--- src/rtl/cart_mbc1.sv ---
// MBC1 cartridge responder: decodes Game Boy bus strobes into MBC1 bank
// register updates and req/ack transactions on a flat ROM/RAM memory port.
module cart_mbc1 #(
    parameter int         ROM_ADDR_W    = 21,
    parameter int         RAM_ADDR_W    = 15,
    parameter logic [6:0] ROM_BANK_MASK = 7'h7F
) (
    input  logic                  clk,
    input  logic                  rst,
    input  logic [15:0]           a,
    input  logic [7:0]            d_wr,
    output logic [7:0]            d_rd,
    input  logic                  wr,
    input  logic                  rd,
    input  logic                  cs,
    output logic                  mem_req,
    output logic                  mem_we,
    output logic                  mem_ram,
    output logic [ROM_ADDR_W-1:0] mem_addr,
    output logic [7:0]            mem_wdata,
    input  logic [7:0]            mem_rdata,
    input  logic                  mem_ack,
    output logic                  busy
);

    typedef enum logic [1:0] {
        ST_IDLE = 2'd0,
        ST_REQ  = 2'd1,
        ST_DONE = 2'd2
    } state_t;

    // One memory transaction, fully resolved at the moment the bus event occurs.
    typedef struct packed {
        logic                  we;
        logic                  ram;
        logic [ROM_ADDR_W-1:0] addr;
        logic [7:0]            wdata;
    } txn_t;

    // Bus history used for edge / address-change event detection.
    logic        wr_q, rd_q;
    logic [15:0] a_q;

    // MBC1 control registers.
    logic       ram_en_q, ram_en_d;
    logic [4:0] bank1_q, bank1_d;
    logic [1:0] bank2_q, bank2_d;
    logic       mode_q, mode_d;

    // Transaction engine state.
    state_t     state_q, state_d;
    txn_t       cur_q, cur_d;
    txn_t       pend_q, pend_d;
    logic       pend_v_q, pend_v_d;
    logic       mem_req_q, mem_req_d;
    logic       busy_q, busy_d;
    logic [7:0] d_rd_q, d_rd_d;

    // Decode intermediates.
    logic                  write_ev, read_ev;
    logic                  is_rom, is_ram, ram_ok;
    logic                  ev_mem;
    logic [6:0]            rom_bank;
    logic [20:0]           rom_full;
    logic [14:0]           ram_full;
    txn_t                  ev_txn;

    // Decode bus events and map the current address to a memory transaction.
    always_comb begin
        write_ev = wr & ~wr_q;
        // A write strobe masks any read in the same cycle.
        read_ev  = rd & ~wr & (~rd_q | (a != a_q));

        is_rom = ~a[15];
        is_ram = (a[15:13] == 3'b101);
        ram_ok = cs & ram_en_q;

        if (a[14]) begin
            rom_bank = {bank2_q, bank1_q} & ROM_BANK_MASK;
        end else begin
            rom_bank = (mode_q ? {bank2_q, 5'd0} : 7'd0) & ROM_BANK_MASK;
        end
        rom_full = {rom_bank, a[13:0]};
        ram_full = {(mode_q ? bank2_q : 2'd0), a[12:0]};

        ev_txn.we    = write_ev;
        ev_txn.ram   = is_ram;
        ev_txn.addr  = is_ram ? ROM_ADDR_W'(ram_full[RAM_ADDR_W-1:0])
                              : rom_full[ROM_ADDR_W-1:0];
        ev_txn.wdata = d_wr;

        ev_mem = (read_ev & is_rom) | ((read_ev | write_ev) & is_ram & ram_ok);
    end

    // Register writes, disabled-RAM reads and the IDLE/REQ/DONE transaction FSM.
    always_comb begin
        // NOTE: every signal gets its hold value first so no path leaves one unassigned (no latches).
        ram_en_d  = ram_en_q;
        bank1_d   = bank1_q;
        bank2_d   = bank2_q;
        mode_d    = mode_q;
        state_d   = state_q;
        cur_d     = cur_q;
        pend_d    = pend_q;
        pend_v_d  = pend_v_q;
        mem_req_d = mem_req_q;
        busy_d    = busy_q;
        d_rd_d    = d_rd_q;

        // Bank registers update immediately, even with a transaction in flight.
        if (write_ev && is_rom) begin
            case (a[14:13])
                2'd0: ram_en_d = (d_wr[3:0] == 4'hA);
                2'd1: bank1_d  = (d_wr[4:0] == 5'd0) ? 5'd1 : d_wr[4:0];
                2'd2: bank2_d  = d_wr[1:0];
                default: mode_d = d_wr[0];
            endcase
        end

        // Reads of unmapped/disabled cartridge RAM float high.
        if (read_ev && is_ram && !ram_ok) begin
            d_rd_d = 8'hFF;
        end

        case (state_q)
            ST_IDLE: begin
                if (ev_mem) begin
                    cur_d     = ev_txn;
                    mem_req_d = 1'b1;
                    busy_d    = 1'b1;
                    state_d   = ST_REQ;
                end
            end
            ST_REQ: begin
                if (ev_mem) begin
                    pend_d   = ev_txn;
                    pend_v_d = 1'b1;
                end
                if (mem_ack) begin
                    mem_req_d = 1'b0;
                    if (!cur_q.we) begin
                        d_rd_d = mem_rdata;
                    end
                    state_d = ST_DONE;
                end
            end
            ST_DONE: begin
                // A fresh event this cycle supersedes the stored one (last wins).
                if (ev_mem) begin
                    cur_d     = ev_txn;
                    pend_v_d  = 1'b0;
                    mem_req_d = 1'b1;
                    state_d   = ST_REQ;
                end else if (pend_v_q) begin
                    cur_d     = pend_q;
                    pend_v_d  = 1'b0;
                    mem_req_d = 1'b1;
                    state_d   = ST_REQ;
                end else begin
                    busy_d  = 1'b0;
                    state_d = ST_IDLE;
                end
            end
            default: begin
                mem_req_d = 1'b0;
                busy_d    = 1'b0;
                state_d   = ST_IDLE;
            end
        endcase
    end

    // State registers; reset drops the request and clears banks asynchronously.
    always_ff @(posedge clk or posedge rst) begin
        if (rst) begin
            wr_q      <= 1'b0;
            rd_q      <= 1'b0;
            a_q       <= 16'h0000;
            ram_en_q  <= 1'b0;
            bank1_q   <= 5'd1;
            bank2_q   <= 2'd0;
            mode_q    <= 1'b0;
            state_q   <= ST_IDLE;
            cur_q     <= '0;
            pend_q    <= '0;
            pend_v_q  <= 1'b0;
            mem_req_q <= 1'b0;
            busy_q    <= 1'b0;
            d_rd_q    <= 8'hFF;
        end else begin
            // NOTE: non-blocking assignments so every flop samples pre-edge values.
            wr_q      <= wr;
            rd_q      <= rd;
            a_q       <= a;
            ram_en_q  <= ram_en_d;
            bank1_q   <= bank1_d;
            bank2_q   <= bank2_d;
            mode_q    <= mode_d;
            state_q   <= state_d;
            cur_q     <= cur_d;
            pend_q    <= pend_d;
            pend_v_q  <= pend_v_d;
            mem_req_q <= mem_req_d;
            busy_q    <= busy_d;
            d_rd_q    <= d_rd_d;
        end
    end

    assign d_rd      = d_rd_q;
    assign mem_req   = mem_req_q;
    assign mem_we    = cur_q.we;
    assign mem_ram   = cur_q.ram;
    assign mem_addr  = cur_q.addr;
    assign mem_wdata = cur_q.wdata;
    assign busy      = busy_q;

endmodule

--- config.mk ---
export PLATFORM = sky130hd
export DESIGN_NAME = cart_mbc1
export DESIGN_NICKNAME = d
export VERILOG_FILES = /design/src/rtl/cart_mbc1.sv
export SDC_FILE = /design/constraint.sdc
export NUM_CORES = 1
export LEC_CHECK = 0
export ABC_AREA = 0
export BUFFER_PORTS_ARGS = -buffer_cell sky130_fd_sc_hd__clkbuf_2
export CORE_MARGIN = 2
export CORE_UTILIZATION = 45
export DETAILED_ROUTE_END_ITERATION = 7
export GPL_ROUTABILITY_DRIVEN = 1
export PLACE_DENSITY = 0.73
export SKIP_LAST_GASP = 1
export SLEW_MARGIN = 20
export SYNTH_ARGS = -nofsm -noshare
export SYNTH_HDL_FRONTEND = slang
export SYNTH_SLANG_ARGS = --single-unit
--- constraint.sdc ---
create_clock -name clk -period 4.33 [get_ports clk]
set_input_delay 0.6495 -clock clk [delete_from_list [all_inputs] [get_ports clk]]
set_output_delay 0.6495 -clock clk [all_outputs]
set_load 0.1 [all_outputs]
# Word level (Yosys, flattened, before mapping)
# Index checks and enable logic that the tools add are counted.
# word_totals
out_inout_bits,41
regBits,102
inputBits,38
# classes
n_reduce_logical,20
muxes,27
n_eq_ne,13
bitwise_logic,16
# op_table
op,count
31-bit 2-to-1 mux,3
31-bit one-hot mux with 2 select lines,1
8-bit 2-to-1 mux,4
21-bit 2-to-1 mux,1
16-bit != test,1
7-bit 2-to-1 mux,2
2-bit AND reduction,7
2-bit != test (second input constant),5
1-bit 2-to-1 mux,8
1-bit AND,7
2-bit 2-to-1 mux,3
1-bit inverter,6
1-bit one-hot mux with 3 select lines,2
2-bit one-hot mux with 3 select lines,1
3-bit AND reduction,2
5-bit zero test,1
5-bit 2-to-1 mux,1
2-bit by 1-bit == test with 1-bit output (second input constant),2
2-bit == test (second input constant),2
4-bit == test (second input constant),1
2-bit zero test,2
4-bit AND reduction,1
2-bit nonzero test,2
3-bit == test (second input constant),1
other kinds (6),10

# Depth between registers and ports, before layout
# Gate-level depths: netlist of run 1.
# depth
word_depth,9
ltp_mapped,8
mapped_depth_nobuf,6

# Worst setup path after synthesis of run 1
# No wires, ideal clock.
# synth_timing
path_kind,input-to-reg
from,input port a[7]
to,"register cur_q, in the netlist mem_wdata[7]"
path_buffers,1
arrival_time_ps,2503
path_stages,7
path_slack_ps,1687
t_required_ps,4190
cell_sequence,xor2_1 > or4_1 > or4_1 > o21a_1 > buf_2 > nor3_1 > a31oi_4
# synth_via
elab_chain_cells,9
elab_cells_between_ends,13
# synth_rtl
element,line,rtl
start: declaration,10,"input logic [15:0] a,"
16-bit != test *,72,read_ev = rd & ~wr & (~rd_q | (a != a_q));
1-bit OR *,72,
1-bit AND *,72,
1-bit OR,92,ev_mem = (read_ev & is_rom) | ((read_ev | write_ev) & is_ram & ram_ok);
1-bit AND (2 in series),92,
1-bit OR *,92,
3-bit != test (no source line) (tied with other cells),n/a,
3-bit AND reduction (no source line) / 31-bit one-hot mux with 2 select lines (equally long branches),n/a,
end signal: assignment,199,cur_q <= cur_d;
end: declaration,52,"txn_t cur_q, cur_d;"
# Mark *: on every way between the ends. The rest lies on a longest branch, timed or not.
# A chain may end at the register's enable or synchronous reset.

# Final worst setup path of run 1
# layout_timing
from,input port a[13]
to,"register cur_q, in the netlist mem_wdata[6]"
# layout_via
elab_chain_cells,9
elab_cells_between_ends,14
# layout_rtl
element,line
16-bit != test,72
1-bit OR,72
1-bit AND,72
1-bit OR,92
1-bit AND (2 in series),92
1-bit OR *,92
3-bit != test (no source line) (tied with other cells),n/a
3-bit AND reduction (no source line) / 31-bit one-hot mux with 2 select lines (equally long branches),n/a
# Marked as above.

==> results.py, run 1 <==
metrics = {
    "cts": {
        "cts_tree": "built",
        "clk-insertion-delay-late_ns": 0.37,
        "cts_setup_buffers": 0,
        "clkSinkCount": 102,
        "hold_buffers": 0,
        "htree_num_levels": 3,
        "clkTransAtPathRegs_ns": 0.10,
        "cts_buffer_depth": 2,
        "cts_buffers": 9,
        "cts_root_buffer": "clkbuf_8",
        "cts_resized": 0,
    },
    "global_routing": {
        "grt_pass1_wl_um": 16800,
        "grt_antenna_before_repair": 0,
        "grt_max_degree": 84,
        "grt_overflow": 0,
        "grt_use_total": 0.207,
        "grt_pass1_vias": 3299,
    },
    "final_layout": {
        "finalNetCount": 498,
        "instances_no_fill": 598,
        "drive_above_1_share": 0.327,
        "mostFrequentLayoutCells": "dfrtp_1, clkbuf_2, mux2_2",
        "postLayoutCellArea_um2": 5180,
        "fin_util": 0.535,
        "area_growth_pct": 16.5,
        "fillCellCount": 861,
        "layout_commonest_cell": "dfrtp_1",
        "antenna_cells": 0,
    },
    "drt": {
        "wl_per_cell_um": 17.5,
        "ant_nets": 0,
        "firstDrtPassIters": 5,
        "routed_via_density": 5.75,
        "dr_total_vias": 3437,
        "drt-total-wl_um": 10500,
        "drt_iter0_drc": 130,
        "drcViolationCount": 0,
    },
    "sta": {
        "relSlewSlack": 0.249,
        "setup_tns_ns": 0,
        "setup_ws_ns": 1.36,
        "rsz0062_at_grt": "no",
        "whs_ns": 0.401,
        "slew_viol_final": 0,
        "fmax_ghz": 0.337,
        "hold_violations": 0,
        "setup_violations": 0,
        "finalCritPeriodShare": 0.686,
        "tightest_slew_ns": 1.13,
        "period_needed_ns": 2.97,
        "finClkSkew_ns": 0.0112,
    },
    "synthesis": {
        "syn_area_per_cell_um2": 11.4,
        "synth_area_leader_cell": "dfrtp_1",
        "syn_area_um2": 4450,
        "synthDistinctLibCells": 41,
        "synthCells": 391,
        "postSynth.asyncResetShare": 1.00,
        "synth_warnings": 0,
        "synth_flop_cell": "dfrtp_1",
        "synth_seq_area_share": 0.576,
        "ys_seq_elements": 102,
        "syn_nets": 429,
        "synth_edf_count": 0,
        "netlist.area_leader.share": 0.523,
        "synthTopCellsByArea": "dfrtp_1, mux2_2, dfstp_2, a31oi_1, nand3_1",
    },
    "floorplan": {
        "dieWidth_um": 103,
        "die_height_um": 103,
        "io-pin-count": 79,
        "die_area_um2": 10700,
        "start_util": 0.459,
        "rows": 36,
        "core_um2": 9680,
    },
    "placement": {
        "placed_area_um2": 4940,
        "place_inst": 582,
        "post-dp-hpwl_um": 6980,
        "gp_congestion": 0.808,
        "io_buffer_count": 78,
        "place_ws_ns": 0.981,
    },
    "worst_setup_path": {
        "worstSetupPathType": "in -> reg",
        "start_kind": "primary input",
        "cp-end-kind": "flop",
        "cp.required_ns": 4.61,
        "worstPathArrival_ns": 3.25,
        "crit_fanout": 30,
    },
    "power": {
        "ir_drop_mv": 0.490,
        "p_leak_nw": 2.18,
        "power-per-cell-area_nw_per_um2": 760,
        "p_total_mw": 3.94,
    },
    "min_path": {
        "hp-class": "in -> async",
    },
    "run_status": {
        "status": "finished, final reports clean",
    },
    "job": {
        "cap_violations": 0,
    },
}
## area by class of cell
cell class	count	area, um^2	share of cell area
multi-input cells	259	1760	0.340
clock buffers	12	135	0.0261
clock inverters	4	97.6	0.0188
well taps	133	166	0.0321
repair buffers	84	435	0.0840
inverters	4	20.0	0.00386
flip-flops and latches	102	2560	0.495
## power breakdown
group	total (mW)	leakage (nW)	internal, mW	switching, mW
logic	1.80	0.861	0.347	1.45
clock network	0.699	0.111	0.385	0.315
registers	1.44	1.20	1.27	0.169
total	3.94	2.18	2.00	1.94
## path summary, 6_finish.rpt
path / startpoint / to / slack, ns / cells past startpoint
max in group asynchronous: rst / mem_wdata[1]$_DFFE_PP0P_ / 3.17 / 3
min in group clk: a[0] / a_q[0]$_DFF_PP0_ / 0.43 / 1
setup / recovery: a[13] / mem_wdata[6]$_DFFE_PP0P_ / 1.36 / 7
hold reg to reg: mem_req$_DFFE_PP0P_ / mem_req$_DFFE_PP0P_ / 0.49 / 2
hold / removal: rst / pend_q[10]$_DFFE_PP0P_ / 0.40 / 2
setup reg to reg: a_q[4]$_DFF_PP0_ / mem_wdata[6]$_DFFE_PP0P_ / 1.37 / 6
## worst max-delay path, stage by stage
cell and delay [ns]:
clkbuf_2 0.15, xor2_1 0.18, or4_1 0.53, or4_1 0.49
o21a_1 0.50, or2_4 0.54, a31oi_1 0.19
## synthesized netlist by cell type, types with 6 or more instances
| master | number |
|---|---|
| clkbuf_1 | 19 |
| mux2_2 | 38 |
| nor3_1 | 32 |
| dfstp_2 | 9 |
| dfrtp_1 | 93 |
| nand2_1 | 13 |
| nand3_1 | 33 |
| nor2_1 | 11 |
| xnor2_1 | 8 |
| a31oi_1 | 30 |
| o21ai_0 | 33 |
| xor2_1 | 9 |
| o22a_1 | 8 |
| and2_1 | 6 |
## state kept, by name, indices dropped and copies added (netlist names), 2 cells and up
name / flops
mem_wdata: 8
bank2_q: 2
pend_q: 31
mem_addr: 21
bank1_q: 5
a_q: 16
state_q: 2
d_rd: 8
## kinds of logic (layout without fill, tap and decap cells)
| logic type | count (synthesis) | count (layout) | synth area share |
|---|---|---|---|
| simple gates | 117 | 117 | 0.137 |
| compound gates | 86 | 86 | 0.123 |
| mux | 39 | 39 | 0.0987 |
| xor+xnor | 17 | 17 | 0.0335 |
| buf+inv | 30 | 104 | 0.0315 |
| flops | 102 | 102 | 0.576 |
## routing by layer
layer / track usage / wire length (um) / vias to the layer above
met2: 0.338 / 5200 / 106
met4: 0.0617 / 85 / 0
met5: 0 / 0 / -
met1: 0.279 / 4590 / 1748
met3: 0.0437 / 587 / 8
li1: - / - / 1575
No activity file was read; power rests on OpenSTA's default activity.
==> run 2: changes to the inputs <==
PLACE_DENSITY = 0.76   (was 0.73)
clock period = 2.45 ns   (was 4.33 ns; I/O delays follow)
==> results.py, run 2 (same netlist as run 1, synthesis figures left out) <==
metrics = {
    "global_routing": {
        "use_met3": 0.0343,
        "grt_pass1_vias": 3571,
        "grt_max_degree": 51,
        "use_met2": 0.354,
        "grtUsageMet1": 0.312,
        "grt_pass1_wl_um": 18100,
        "top_usage_layer": "met2",
        "grt_use_total": 0.220,
        "grt_overflow": 0,
        "grt_antenna_before_repair": 0,
    },
    "final_layout": {
        "postLayoutCellArea_um2": 5530,
        "mostFrequentLayoutCells": "dfrtp_1, clkbuf_2, mux2_2",
        "area_growth_pct": 24.2,
        "top_register": "pend_q",
        "finalNetCount": 524,
        "drive_above_1_share": 0.403,
        "instances_no_fill": 624,
        "fin_util": 0.571,
        "layout_commonest_cell": "dfrtp_1",
        "antenna_cells": 0,
        "largest_reg_flops": 31,
    },
    "cts": {
        "cts_root_buffer": "clkbuf_8",
        "cts_buffer_depth": 2,
        "clkSinkCount": 102,
        "htree_num_levels": 3,
        "clkTransAtPathRegs_ns": 0.10,
        "cts_tree": "built",
        "cts_buffers": 9,
        "clk-insertion-delay-late_ns": 0.36,
    },
    "sta": {
        "setup_ws_ns": -0.0213,
        "slew_viol_final": 0,
        "hold_violations": 0,
        "rsz0062_at_grt": "yes",
        "relSlewSlack": 0.358,
        "period_needed_ns": 2.47,
        "setup_violations": 3,
        "tightest_slew_ns": 0.954,
        "fmax_ghz": 0.405,
        "finalCritPeriodShare": 1.01,
        "finClkSkew_ns": 0.0144,
    },
    "job": {
        "cap_violations": 0,
    },
    "worst_setup_path": {
        "cp.required_ns": 2.67,
        "worstPathArrival_ns": 2.70,
        "r2r_slack_ns": -0.02,
        "timing.rr.start": "a_q[7]$_DFF_PP0_",
        "worstSetupPathType": "reg -> reg",
        "cp-end-kind": "flop",
        "crit_fanout": 6,
        "start_kind": "flop",
        "r2r_end": "mem_wdata[7]$_DFFE_PP0P_",
        "ff2ff_path_depth": 8,
    },
    "placement": {
        "io_buffer_count": 78,
        "place_ws_ns": -0.162,
        "placed_area_um2": 5130,
        "post-dp-hpwl_um": 7330,
        "place_inst": 604,
        "gp_congestion": 0.839,
    },
    "drt": {
        "wl_per_cell_um": 17.8,
        "routed_via_density": 5.70,
        "drt-total-wl_um": 11100,
        "firstDrtPassIters": 4,
        "drcViolationCount": 0,
        "ant_nets": 0,
        "dr_total_vias": 3556,
        "drt_iter0_drc": 256,
    },
    "floorplan": {
        "start_util": 0.459,
        "dieWidth_um": 103,
        "rows": 36,
        "io-pin-count": 79,
        "die_area_um2": 10700,
        "die_height_um": 103,
        "core_um2": 9680,
    },
    "power": {
        "ir_drop_mv": 0.967,
        "p_leak_nw": 2.32,
        "p_total_mw": 6.94,
        "power-per-cell-area_nw_per_um2": 1260,
    },
    "run_status": {
        "status": "finished, violations left",
        "violations": "negative setup slack",
    },
    "min_path": {
        "hp-class": "in -> async",
    },
}
run 2: cell count changes in the layout (fill, tap and decap cells not counted), moves of 2 or more:
cell,previous run,this run
buf_6,0,2
nor3_1,32,19
a31oi_2,0,2
nor3_2,0,11
bufinv_16,3,1
clkinvlp_4,1,3
or2_4,1,3
buf_12,0,2
nor3_4,0,2
a31oi_1,30,28
buf_4,6,24
o21a_1,2,0
run 2: per-stage QoR:
stage	hold WS (ns)	TNS [ns]
final	0.0751	-0.0304
after detailed placement	0.467	-3.88
after global placement	0.453	-2.11
after CTS	0.0778	-0.366
after global routing	0.0951	-0.907
after floorplan	0.399	0
run 2: worst max-delay path by stage:
| stage | start | end | slack [ns] | cells after the start |
|---|---|---|---|---|
| after floorplan | a_q[4]$_DFF_PP0_ | mem_wdata[7]$_DFFE_PP0P_ | 0.07 | 7 |
| after global placement | a[7] | mem_wdata[7]$_DFFE_PP0P_ | -0.09 | 7 |
| after detailed placement | a[7] | mem_wdata[7]$_DFFE_PP0P_ | -0.16 | 9 |
| after CTS | a_q[13]$_DFF_PP0_ | mem_addr[19]$_DFFE_PP0P_ | -0.03 | 6 |
| after global routing | a_q[14]$_DFF_PP0_ | mem_wdata[1]$_DFFE_PP0P_ | -0.07 | 7 |
| final | a_q[7]$_DFF_PP0_ | mem_wdata[7]$_DFFE_PP0P_ | -0.02 | 8 |
run 2: area by class of cell:
| type | instances | area [um^2] |
|---|---|---|
| clock buffers | 12 | 145 |
| clock inverters | 4 | 53.8 |
| fillers | 798 | 4160 |
| inverters | 4 | 18.8 |
| multi-input cells | 261 | 1900 |
| flip-flops and latches | 102 | 2560 |
| well taps | 133 | 166 |
| repair buffers | 108 | 681 |
run 2: worst max-delay path, cell delays in order, from the launching register on:
cell and delay (ns):
dfrtp_1 0.38, xor2_1 0.15, or4_1 0.52, or4_4 0.55, o21a_4 0.25, buf_8 0.14, nor3_4 0.19, buf_6 0.13
a31oi_4 0.03
run 2: report_power, final:
part	internal, mW	switching (mW)	leakage [nW]
Combinational	0.703	2.59	1.03
Clock	0.506	0.571	0.0932
Sequential	2.24	0.321	1.20
run 2: repair_timing:
item	in CTS	in global routing
hold buffers	0	0
pin swaps	4	6
cloned	2	1
endpoints found under the hold margin	0	0
setup buffers	1	0
setup endpoints to repair	32	34
gates resized for setup	12	18
run 2: per-layer routing:
| metal | vias to the layer above | share of wire | wire (um) |
|---|---|---|---|
| li1 | 1624 | - | - |
| met1 | 1782 | 0.44 | 4850 |
| met2 | 135 | 0.48 | 5330 |
| met3 | 15 | 0.068 | 754 |
| met4 | 0 | 0.017 | 187 |
| met5 | - | 0 | 0 |
